--- src/rtl/sparse_match_scheduler_if.sv ---
// Match output stream from the sparse match scheduler to the MAC address generator.
// Carries one matched bit address plus its sub-chunk index per valid/ready handshake.
interface sparse_match_scheduler_if #(
  parameter int unsigned W       = 32,
  parameter int unsigned MAX_SUB = 8
);
  localparam int unsigned SW = $clog2(MAX_SUB);
  localparam int unsigned AW = $clog2(W);

  logic          m_valid;
  logic          m_ready;
  logic [AW-1:0] m_addr;
  logic [SW-1:0] m_sub;
  logic          m_last;

  modport master (
    output m_valid,
    output m_addr,
    output m_sub,
    output m_last,
    input  m_ready
  );

  modport slave (
    input  m_valid,
    input  m_addr,
    input  m_sub,
    input  m_last,
    output m_ready
  );
endinterface

--- src/rtl/sparse_match_scheduler.sv ---
// Sequences the AND/priority-encoder datapath across the sub-chunks of one chunk and
// registers each match into a valid/ready stream, reporting the match count at the end.
module sparse_match_scheduler #(
  parameter int unsigned W       = 32,
  parameter int unsigned MAX_SUB = 8,
  localparam int unsigned SW     = $clog2(MAX_SUB),
  localparam int unsigned AW     = $clog2(W),
  localparam int unsigned CW     = $clog2(MAX_SUB * W + 1)
) (
  input  logic          clk_i,
  input  logic          rst_ni,
  input  logic          start_i,
  input  logic [SW:0]   sub_num_i,
  output logic          busy_o,
  output logic          done_o,
  output logic [CW-1:0] match_cnt_o,
  output logic [SW-1:0] sub_idx_o,
  output logic          pe_valid_o,
  output logic          pe_sub_start_o,
  input  logic          pe_valid_i,
  input  logic [AW-1:0] pe_addr_i,
  input  logic          pe_last_i,
  sparse_match_scheduler_if.master m
);

  typedef enum logic [1:0] {StIdle, StRun, StDrain, StDone} state_e;

  state_e        state_q;
  logic [SW:0]   sub_num_q;
  logic [SW-1:0] sub_idx_q;
  logic          first_q;
  logic [CW-1:0] cnt_q;
  logic [CW-1:0] match_cnt_q;
  logic          m_valid_q;
  logic [AW-1:0] m_addr_q;
  logic [SW-1:0] m_sub_q;
  logic          m_last_q;

  logic          adv;
  logic          load;
  logic          final_sub;
  logic [SW:0]   sub_last;

  // Holding pe_valid_o low freezes the encoder, so a full output register stalls losslessly.
  always_comb begin
    pe_valid_o     = (state_q == StRun) & (~m_valid_q | m.m_ready);
    pe_sub_start_o = pe_valid_o & first_q;
    adv            = pe_valid_o & pe_last_i;
    load           = pe_valid_o & pe_valid_i;
    sub_last       = sub_num_q - (SW + 1)'(1);
    final_sub      = ({1'b0, sub_idx_q} == sub_last);
  end

  always_ff @(posedge clk_i or negedge rst_ni) begin
    if (!rst_ni) begin
      state_q     <= StIdle;
      sub_num_q   <= '0;
      sub_idx_q   <= '0;
      first_q     <= 1'b0;
      cnt_q       <= '0;
      match_cnt_q <= '0;
      m_valid_q   <= 1'b0;
      m_addr_q    <= '0;
      m_sub_q     <= '0;
      m_last_q    <= 1'b0;
    end else begin
      unique case (state_q)
        StIdle: begin
          if (start_i) begin
            sub_num_q <= sub_num_i;
            sub_idx_q <= '0;
            cnt_q     <= '0;
            first_q   <= 1'b1;
            if (sub_num_i == '0) begin
              state_q     <= StDone;
              match_cnt_q <= '0;
            end else begin
              state_q <= StRun;
            end
          end
        end
        StRun: begin
          if (adv) begin
            first_q <= 1'b1;
            if (final_sub) state_q <= StDrain;
            else           sub_idx_q <= sub_idx_q + SW'(1);
          end else if (pe_valid_o) begin
            first_q <= 1'b0;
          end
          if (load) cnt_q <= cnt_q + CW'(1);
        end
        StDrain: begin
          if (!m_valid_q || m.m_ready) begin
            state_q     <= StDone;
            match_cnt_q <= cnt_q;
          end
        end
        StDone:  state_q <= StIdle;
        default: state_q <= StIdle;
      endcase

      // A load in the same cycle as a handshake replaces the register contents.
      if (load) begin
        m_valid_q <= 1'b1;
        m_addr_q  <= pe_addr_i;
        m_sub_q   <= sub_idx_q;
        m_last_q  <= adv & final_sub;
      end else if (m.m_ready) begin
        m_valid_q <= 1'b0;
        m_last_q  <= 1'b0;
      end
    end
  end

  assign busy_o      = (state_q != StIdle);
  assign done_o      = (state_q == StDone);
  assign match_cnt_o = match_cnt_q;
  assign sub_idx_o   = sub_idx_q;
  assign m.m_valid   = m_valid_q;
  assign m.m_addr    = m_addr_q;
  assign m.m_sub     = m_sub_q;
  assign m.m_last    = m_last_q;

endmodule

--- src/flat_wrapper.sv ---
// flat-port wrapper written by rule: the top's interface ports become plain ports
module sparse_match_scheduler_flat 
#(
  parameter int unsigned W       = 32,
  parameter int unsigned MAX_SUB = 8,
  localparam int unsigned SW     = $clog2(MAX_SUB),
  localparam int unsigned AW     = $clog2(W),
  localparam int unsigned CW     = $clog2(MAX_SUB * W + 1)
)
  (clk_i, rst_ni, start_i, sub_num_i, busy_o, done_o, match_cnt_o, sub_idx_o, pe_valid_o, pe_sub_start_o, pe_valid_i, pe_addr_i, pe_last_i, m_m_valid, m_m_addr, m_m_sub, m_m_last, m_m_ready);
  sparse_match_scheduler_if #(.W(W), .MAX_SUB(MAX_SUB)) m_i ();
  input  logic clk_i;
  input  logic rst_ni;
  input  logic start_i;
  input  logic [SW:0] sub_num_i;
  output logic busy_o;
  output logic done_o;
  output logic [CW-1:0] match_cnt_o;
  output logic [SW-1:0] sub_idx_o;
  output logic pe_valid_o;
  output logic pe_sub_start_o;
  input  logic pe_valid_i;
  input  logic [AW-1:0] pe_addr_i;
  input  logic pe_last_i;
  output wire logic [$bits(m_i.m_valid)-1:0] m_m_valid;
  output wire logic [$bits(m_i.m_addr)-1:0] m_m_addr;
  output wire logic [$bits(m_i.m_sub)-1:0] m_m_sub;
  output wire logic [$bits(m_i.m_last)-1:0] m_m_last;
  input wire logic [$bits(m_i.m_ready)-1:0] m_m_ready;
  assign m_m_valid = m_i.m_valid;
  assign m_m_addr = m_i.m_addr;
  assign m_m_sub = m_i.m_sub;
  assign m_m_last = m_i.m_last;
  assign m_i.m_ready = m_m_ready;
  sparse_match_scheduler #(.W(W), .MAX_SUB(MAX_SUB)) u_core (.clk_i(clk_i), .rst_ni(rst_ni), .start_i(start_i), .sub_num_i(sub_num_i), .busy_o(busy_o), .done_o(done_o), .match_cnt_o(match_cnt_o), .sub_idx_o(sub_idx_o), .pe_valid_o(pe_valid_o), .pe_sub_start_o(pe_sub_start_o), .pe_valid_i(pe_valid_i), .pe_addr_i(pe_addr_i), .pe_last_i(pe_last_i), .m(m_i));
endmodule
--- config.mk ---
export PLATFORM = sky130hd
export DESIGN_NAME = sparse_match_scheduler_flat
export DESIGN_NICKNAME = d
export VERILOG_FILES = /design/src/rtl/sparse_match_scheduler_if.sv /design/src/rtl/sparse_match_scheduler.sv /design/src/flat_wrapper.sv
export SDC_FILE = /design/constraint.sdc
export NUM_CORES = 1
export LEC_CHECK = 0
export CORE_MARGIN = 4
export CORE_UTILIZATION = 50
export CTS_BUF_LIST = sky130_fd_sc_hd__clkbuf_16
export CTS_CLUSTER_SIZE = 40
export DETAILED_ROUTE_END_ITERATION = 8
export PLACE_DENSITY = 0.76
export SLEW_MARGIN = 20
export SYNTH_ARGS = -nofsm -noshare
export SYNTH_HDL_FRONTEND = slang
export SYNTH_SLANG_ARGS = --single-unit
--- constraint.sdc ---
create_clock -name clk_i -period 2.55 [get_ports clk_i]
set_input_delay 0.255 -clock clk_i [delete_from_list [all_inputs] [get_ports clk_i]]
set_output_delay 0.255 -clock clk_i [all_outputs]
set_load 0.1 [all_outputs]
* Word level (Yosys, flattened, before mapping)
Cells that the tools add are included.
** Cells by class
- Bitwise logic cells :: 7
- Reduce and logical (&&, ||, !) cells :: 14
- Muxes and demuxes :: 24
- Equality and inequality tests :: 12
- $add $sub $neg :: 3
** Operator list (number)
- 9-bit two-way mux :: 5
- 9-bit case mux with 2 select lines :: 2
- 4-bit AND reduction :: 3
- 2-bit two-way mux :: 5
- 2-bit by 1-bit inequality test with 1-bit output (second input constant) :: 5
- 9-bit by 1-bit adder with 9-bit output (second input constant) :: 1
- 3-bit two-way mux :: 3
- 2-bit case mux with 4 select lines :: 1
- 2-bit nonzero test :: 4
- 1-bit two-way mux :: 6
- 3-bit case mux with 2 select lines :: 1
- 3-bit AND reduction :: 2
- 1-bit bitwise AND :: 5
- 2-bit == test (second input constant) :: 2
- 3-bit by 4-bit == test with 1-bit output :: 1
- 4-bit zero test :: 1
- 2-bit inequality test (second input constant) :: 2
- 4-bit by 1-bit subtractor with 4-bit output (second input constant) :: 1
- 3-bit by 1-bit adder with 3-bit output (second input constant) :: 1
- 3-bit by 2-bit inequality test with 1-bit output (second input constant) :: 1
- 2-bit by 1-bit == test with 1-bit output (second input constant) :: 1
- 2-bit zero test :: 1
- 1-bit case mux with 2 select lines :: 1
- 2-bit AND reduction :: 1
- other kinds (4) :: 4
** Storage, ports and cells
- Output and inout port bits :: 26
- Input port bits :: 15
- Bits in registers :: 38

* Logic depth before layout (Yosys ltp)
Gate-level depths: netlist (run 1).
- Depth after elaboration :: 6
- Gate-level depth with buffers :: 8

* Least setup slack after synthesis (run 1)
No wires, ideal clock.
- Kind :: register to register
- Start :: register u_core.m_valid_q (netlist: u_core.m.m_valid)
- End :: register u_core.cnt_q[0]
- Buffers on the path :: 1
- Setup time :: 0.066 ns
- Data arrival time :: 2.497 ns
- Slack :: -0.012 ns
- Required time :: 2.484 ns
- Stages on the path, launching flop included :: 7
- Path through :: dfrtp_1 nand2b_1 buf_2 and2_1 nand2_1 o22ai_1 a22o_1
** On the way
- Longest elaborated chain between the ends :: 6
** RTL lines
- start, declared :: RTL line sparse_match_scheduler.sv:34 : logic m_valid_q;
- start signal, assigned :: RTL line sparse_match_scheduler.sv:62 : m_valid_q <= 1'b0;
- start signal, assigned :: RTL line sparse_match_scheduler.sv:104 : m_valid_q <= 1'b1;
- start signal, assigned :: RTL line sparse_match_scheduler.sv:109 : m_valid_q <= 1'b0;
- 1-bit inverter :: RTL line sparse_match_scheduler.sv:46 : pe_valid_o = (state_q == StRun) & (~m_valid_q | m.m_ready);
- 1-bit OR :: RTL line sparse_match_scheduler.sv:46
- 1-bit bitwise AND :: RTL line sparse_match_scheduler.sv:46
- named net pe_valid_o :: RTL line flat_wrapper.sv:20 : output logic pe_valid_o;
- 1-bit bitwise AND :: RTL line sparse_match_scheduler.sv:49 : load = pe_valid_o & pe_valid_i;
- 2-bit by 1-bit inequality test with 1-bit output (no line)
- 3-bit AND reduction (no line)
- end signal, assigned :: RTL line sparse_match_scheduler.sv:90 : if (load) cnt_q <= cnt_q + CW'(1);
- end, declared :: RTL line sparse_match_scheduler.sv:32 : logic [CW-1:0] cnt_q;
The timed path passes the listed nets, and every way through them passes these cells.
A chain may end at the register's enable or synchronous reset.

* Worst setup path after layout (run 1)
- Start :: register u_core.state_q[1]
- End :: register u_core.cnt_q[8]
** On the way
- Longest elaborated chain between the ends :: 5
- Elaborated cells between the ends (all ways) :: 9
** RTL lines
- start, declared :: RTL line sparse_match_scheduler.sv:28 : state_e state_q;
- start signal, assigned :: RTL line sparse_match_scheduler.sv:56 : state_q <= StIdle;
- start signal, assigned :: RTL line sparse_match_scheduler.sv:75 : state_q <= StDone;
- start signal, assigned :: RTL line sparse_match_scheduler.sv:78 : state_q <= StRun;
- 2-bit by 1-bit == test with 1-bit output :: RTL line sparse_match_scheduler.sv:46, sparse_match_scheduler.sv:67
- 1-bit bitwise AND :: RTL line sparse_match_scheduler.sv:46
- 1-bit bitwise AND :: RTL line sparse_match_scheduler.sv:49
- 2-bit by 1-bit inequality test with 1-bit output (no line)
- 3-bit AND reduction (no line)
Parallel ways exist; a longest one is shown, timed or not.

==> results of run 1 <==
==> power by group <==
group	switching [mW]	total, mW	leakage [nW]	internal, mW
registers	0.149	0.917	0.502	0.767
clock network	0.233	0.789	0.0915	0.556
logic	1.49	2.08	0.607	0.590
==> logic make-up after synthesis <==
logic type | after synthesis | synth area share
buffers and inverters | 12 | 0.0322
XOR/XNOR | 9 | 0.0406
flip-flops | 38 | 0.489
AO/OA/AOI/OAI | 32 | 0.134
multiplexers | 10 | 0.0560
AND/OR/NAND/NOR | 79 | 0.203
adder cells (fa/ha/maj) | 7 | 0.0451
==> layout by cell type (no fill, tap or decap), types with 2 or more instances in the layout <==
cell type and count:
or2_2 2, nor2b_1 2, nand2b_1 3, nand2_1 30, buf_12 2, nand3_1 5
a21oi_1 5, o211ai_1 3, mux2i_1 3, nor2_1 15, dfrtp_1 38, clkdlybuf4s50_1 14
ha_1 7, bufinv_16 2, inv_1 6, and3_1 4, nor4_1 3, nor3_1 5
nand4_1 3, xor2_1 2, clkbuf_16 5, o21ai_0 4, a22o_1 10, buf_4 25
mux2_2 7, xnor2_1 7
==> worst max-delay path: stages, from the launching register on <==
cell and delay [ps]:
dfrtp_1 400, inv_1 100, ha_1 550, or2_2 260, nand4_1 140, nor4_1 360
xnor2_1 160, nor2_1 50
==> registers in the layout, indices dropped and copies added, names as in the netlist <==
register,count
u_core.state_q,2
u_core.sub_num_q,4
u_core.m.m_valid,1
u_core.sub_idx_o,3
u_core.m.m_last,1
u_core.m.m_addr,5
u_core.match_cnt_o,9
u_core.cnt_q,9
u_core.first_q,1
u_core.m.m_sub,3
==> routing by layer <==
| metal | global-route usage | part of all wire | vias up |
|---|---|---|---|
| met4 | 0.0809 | 0.015 | 0 |
| met5 | 0 | 0 | - |
| met2 | 0.320 | 0.49 | 65 |
| li1 | - | - | 744 |
| met1 | 0.256 | 0.42 | 768 |
| met3 | 0.0590 | 0.074 | 7 |
==> metrics by stage <==
| stage | cell area [sq um] | cells | util | setup WS (ps) | total power [mW] |
|---|---|---|---|---|---|
| global route | 2520 | 278 | 0.678 | 106 | 3.99 |
| detailed placement | 2330 | 270 | 0.628 | 426 | 3.01 |
| floorplan | 1940 | 187 | - | 366 | 2.55 |
| CTS | 2520 | 278 | 0.678 | 409 | 3.80 |
| global placement | 2330 | 270 | 0.628 | 497 | 2.94 |
| finish | 2520 | 278 | 0.678 | 396 | 3.79 |
==> final cells by class <==
type	instances	area share
Timing Repair Buffer	41	0.146
Sequential cell	38	0.377
Clock buffer	5	0.0496
Clock inverter	3	0.0253
Tap cell	48	0.0238
Inverter	6	0.00893
Multi-Input combinational cell	137	0.369
==> how the worst max path moves through the flow <==
stage / depth (start not counted) / endpoint / slack (ps)
2_1_floorplan: 6 / u_core.cnt_q[0]$_DFFE_PN0P_ / 370
3_3_place_gp: 4 / u_core.m.m_sub[0]$_DFFE_PN0N_ / 500
3_5_place_dp: 4 / u_core.m.m_sub[0]$_DFFE_PN0N_ / 430
4_1_cts: 4 / u_core.m.m_sub[0]$_DFFE_PN0N_ / 410
5_1_grt: 7 / u_core.cnt_q[7]$_DFFE_PN0P_ / 110
6_report: 7 / u_core.cnt_q[8]$_DFFE_PN0P_ / 400
==> metrics, run 1 <==
area grow syn2layout 29.7%; Post-CTS Setup Inserts 0; Rel. slew slack 0.494; Max Cap Violations 0; Hold WS around 400 ps; CTS tree done; Setup TNS 0 ps; Gate Count Post-Synth between 150 and 200; IO Count 41; per-cell routed wire length between 15 and 20 microns; worst r2r path cells 7; TritonCTS Buffers 5; Reg2Reg Setup Slack a little under 400 ps; htree depth 2; worst setup path class register to register; vias in the first global route 1672; Final Setup Violations 0; Power Dens Cells between 1500 and 2000 nW/um^2; RSZ-0062 raised after global routing false; main flop type after synthesis dfrtp_1; RePlAce Congestion between 0.8 and 0.9; EDFF count, synth 0; layout net count 251; Fillers around 280; Post-synth ARST share 1.00; worst-skew pair later-pin latency approximately 280 ps; Pre-antenna DRT Iters 4; Hold Path Class primary input to async pin; Resized cells post-CTS 0; PortBufs 40; CTS sink cnt 38; Vias per Instance 5.70; Root Buffer clkbuf_16; FF/Latch Area 951 sq um; Detail Route Antenna Nets 0; Tmin final between 2000 and 2500 ps; DRC violations left 0; DRT iter0 DRCs 66; post-synthesis sequential area ratio 0.489; initial antenna violation count 0; status complete, no violations; Req. time, crit path 2700 ps; Multi-input gate area roughly 930 sq um; Yosys reg bits 38; Pleak about 1.2 nW; Pins Over Slew Limit 0; syn nets 209; Synth warnings 0; hold_buf cts 0; final hold viol count 0; Final Skew 3.52 ps; routed wire length approximately 4500 microns; Cell variety after synth 42; ranking of synthesized cells by area dfrtp_1 49%, nand2_1 5.8%, a22o_1 4.5%, ha_1 4.5%, mux2_2 4.1%; final worst path period share 0.845; critical path launch point u_core.state_q[1]$_DFFE_PN0P_; Worst setup SP type register; Core Region around 3700 sq um; Critical Path AT about 2300 ps; worst vdd ir roughly 0.90 mV; Rows 22; share of cells above drive strength 1 0.222; GRT Util Overall 0.201; most frequent cells after synthesis 38 x dfrtp_1, 30 x nand2_1, 15 x nor2_1; Initial Utilization 0.523; Die Span X between 70 and 80 microns; CTS Buffer Depth 2; die footprint just under 5000 sq um; critical path fanouts, max 21; CTS clk-pin slew, worst paths 60 ps; synthesized area ~2000 sq um; antenna cells 0; first-pass GRT wire length 7980 microns; reg-to-reg endpoint u_core.cnt_q[8]$_DFFE_PN0P_; Max Fclk between 0.4 and 0.5 GHz; count leader, synth dfrtp_1; top-area cell type share of the netlist area 0.489; crit end category register; RR Startpoint u_core.state_q[1]$_DFFE_PN0P_; largest net degree at the start of global routing 39; syn avg cell area a little over 10 sq um; largest area contributor in the netlist dfrtp_1; final HPWL from detailed placement 3260 microns; via count roughly 1600; grt total ovfl 0; worst-margin pin slew ~750 ps; Die H ~70 microns
No activity file was read; power rests on OpenSTA's default activity.
==> inputs of run 2 (changes only) <==
==> constraint.sdc (replaced) <==
create_clock -name clk_i -period 2 [get_ports clk_i]
set_input_delay 0.2 -clock clk_i [delete_from_list [all_inputs] [get_ports clk_i]]
set_output_delay 0.2 -clock clk_i [all_outputs]
set_load 0.1 [all_outputs]
==> run 2 against run 1 <==
First-iteration DRC count increased by 6.1%. Non-clock buffer count increased by 5. Combinational power increased by 37%. Clock skew increased by 2.6 ps. Power increased by 33%. Sequential power increased by 29%. Hold slack got worse by 50 ps. Flip-flop and latch count unchanged. Critical path type unchanged. Critical endpoint is now u_core.sub_idx_o[2]$_DFFE_PN0P_.
==> metrics, run 2 (synthesis results as in run 1) <==
status complete, no violations; Die Span X 70.3 microns (unchanged); Initial Utilization 0.523 (unchanged); DRC violations left 0 (unchanged); largest net degree at the start of global routing 39 (unchanged); Max Cap Violations 0 (unchanged); area grow syn2layout 34.5%; share of cells above drive strength 1 0.281 (+0.0591); CTS Buffer Depth 2 (unchanged); Post-Layout Cell Count 283 (+1.8%); worst vdd ir 1.21 mV (+35%); fin util 0.703 (+0.0249); critical path fanouts, max 8 (-62%); Rel. slew slack 0.483 (-0.0113); die footprint 4950 sq um (unchanged); TritonCTS Buffers 5 (unchanged); routed wire length 4640 microns (+4.2%); Cells after DPL 275 (+1.9%); Critical Path AT 2050 ps (-250 ps); Hold Path Class primary input to async pin; RSZ-0062 raised after global routing true; Final Setup Violations 0 (unchanged); Max Fclk 0.527 GHz (+14%); Pre-antenna DRT Iters 4 (unchanged); via count 1628 (+2.8%); fin area 2610 sq um (+3.7%); layout net count 256 (+2.0%); Power Dens Cells 1930 nW/um^2 (+28%); CTS clk-pin slew, worst paths 60 ps (about the same); worst-skew pair later-pin latency 280 ps (about the same); total power draw 5.04 mW (+33%); final hold viol count 0 (unchanged); CTS sink cnt 38 (unchanged); final worst path period share 0.948 (+0.104); most common cell after layout, fill and taps aside dfrtp_1; initial antenna violation count 0 (unchanged); Worst setup SP type register; crit end category register; CP max stage delay 410 ps (-140 ps); Tmin final 1900 ps (-257 ps); DRT iter0 DRCs 70 (+6.1%); Worst path slowest cell dfrtp_1; grt total ovfl 0 (unchanged); CTS tree done; commonest non-fill, non-tap cells in the layout 36 x dfrtp_1, 30 x nand2_1, 29 x buf_4; Final Skew 6.13 ps (+2.61 ps); critical-path cell list inv_1 -> ha_1 -> xnor2_2 -> and4bb_4 -> o211ai_4 -> and3_1 -> a211o_1; first-pass GRT wire length 7630 microns (-4.3%); Post-CTS Setup Inserts 0 (unchanged); GRT Util Overall 0.195 (-0.00648); Hold WS 356 ps (-50.0 ps); RePlAce Congestion 0.878 (about the same); Req. time, crit path 2160 ps (-540 ps); antenna cells 0 (unchanged); final HPWL from detailed placement 3330 microns (+2.4%); Vias per Instance 5.75 (+0.96%); worst-margin pin slew 772 ps (+16.9 ps); PortBufs 40 (unchanged); Pins Over Slew Limit 0 (unchanged); per-cell routed wire length 16.4 microns (+2.4%); Pleak 1.23 nW (+2.3%); vias in the first global route 1653 (-1.1%); htree depth 2 (unchanged); worst setup path class register to register; Detail Route Antenna Nets 0 (unchanged); Rows 22 (unchanged); buffer and inverter count on the worst path 1 (unchanged); IO Count 41 (unchanged); Core Region 3720 sq um (unchanged); CP top delay family simple AND/OR/NAND/NOR gates; Die H 70.3 microns (unchanged); Root Buffer clkbuf_16; Cell Area, Placed 2400 sq um (+2.9%)
==> run 2: where the power goes <==
group	internal, mW	switching, mW	total (mW)
sequential	0.981	0.200	1.18
combinational	0.868	1.97	2.84
clock	0.716	0.303	1.02
==> run 2: final timing paths <==
check                                                      from                           endpoint  slack [ps]  depth (start not counted)
worst max-delay path            u_core.sub_num_q[0]$_DFFE_PN0P_    u_core.sub_idx_o[2]$_DFFE_PN0P_         100                          7
worst min-delay path                                     rst_ni  u_core.match_cnt_o[3]$_DFFE_PN0P_         360                          2
worst max register to register  u_core.sub_num_q[0]$_DFFE_PN0P_    u_core.sub_idx_o[2]$_DFFE_PN0P_         100                          7
worst min register to register   u_core.m.m_addr[3]$_DFFE_PN0N_     u_core.m.m_addr[3]$_DFFE_PN0N_         490                          2
max in group asynchronous                                rst_ni    u_core.sub_idx_o[2]$_DFFE_PN0P_        1290                          2
min in group clk_i                                 pe_addr_i[4]     u_core.m.m_addr[4]$_DFFE_PN0N_         450                          3
==> run 2: area by class of cell <==
cell class / count / area (sq um)
Clock buffer: 5 / 125
Clock inverter: 3 / 68.8
Fill cell: 281 / 1100
Inverter: 6 / 26.3
Multi-Input combinational cell: 137 / 962
Sequential cell: 38 / 953
Tap cell: 48 / 60.1
Timing Repair Buffer: 46 / 418
==> run 2: what timing repair did <==
item / in CTS / in global routing
gates resized for setup: 0 / 3
hold buffers: 0 / 0
endpoints found under the setup margin: 0 / 4
==> run 2: per-stage QoR <==
step                setup WS (ps)  TNS [ps]
finish                        103         0
global route               -0.865    -0.865
CTS                          29.2         0
detailed placement           8.60         0
global placement             96.7         0
floorplan                   -33.9     -33.9
==> run 2: per-layer routing <==
metal | up-vias | track usage | share of wire
met1 | 804 | 0.238 | 0.42
met5 | - | 0 | 0
met4 | 0 | 0.0681 | 0.014
met2 | 61 | 0.328 | 0.51
met3 | 8 | 0.0532 | 0.064
li1 | 755 | - | -
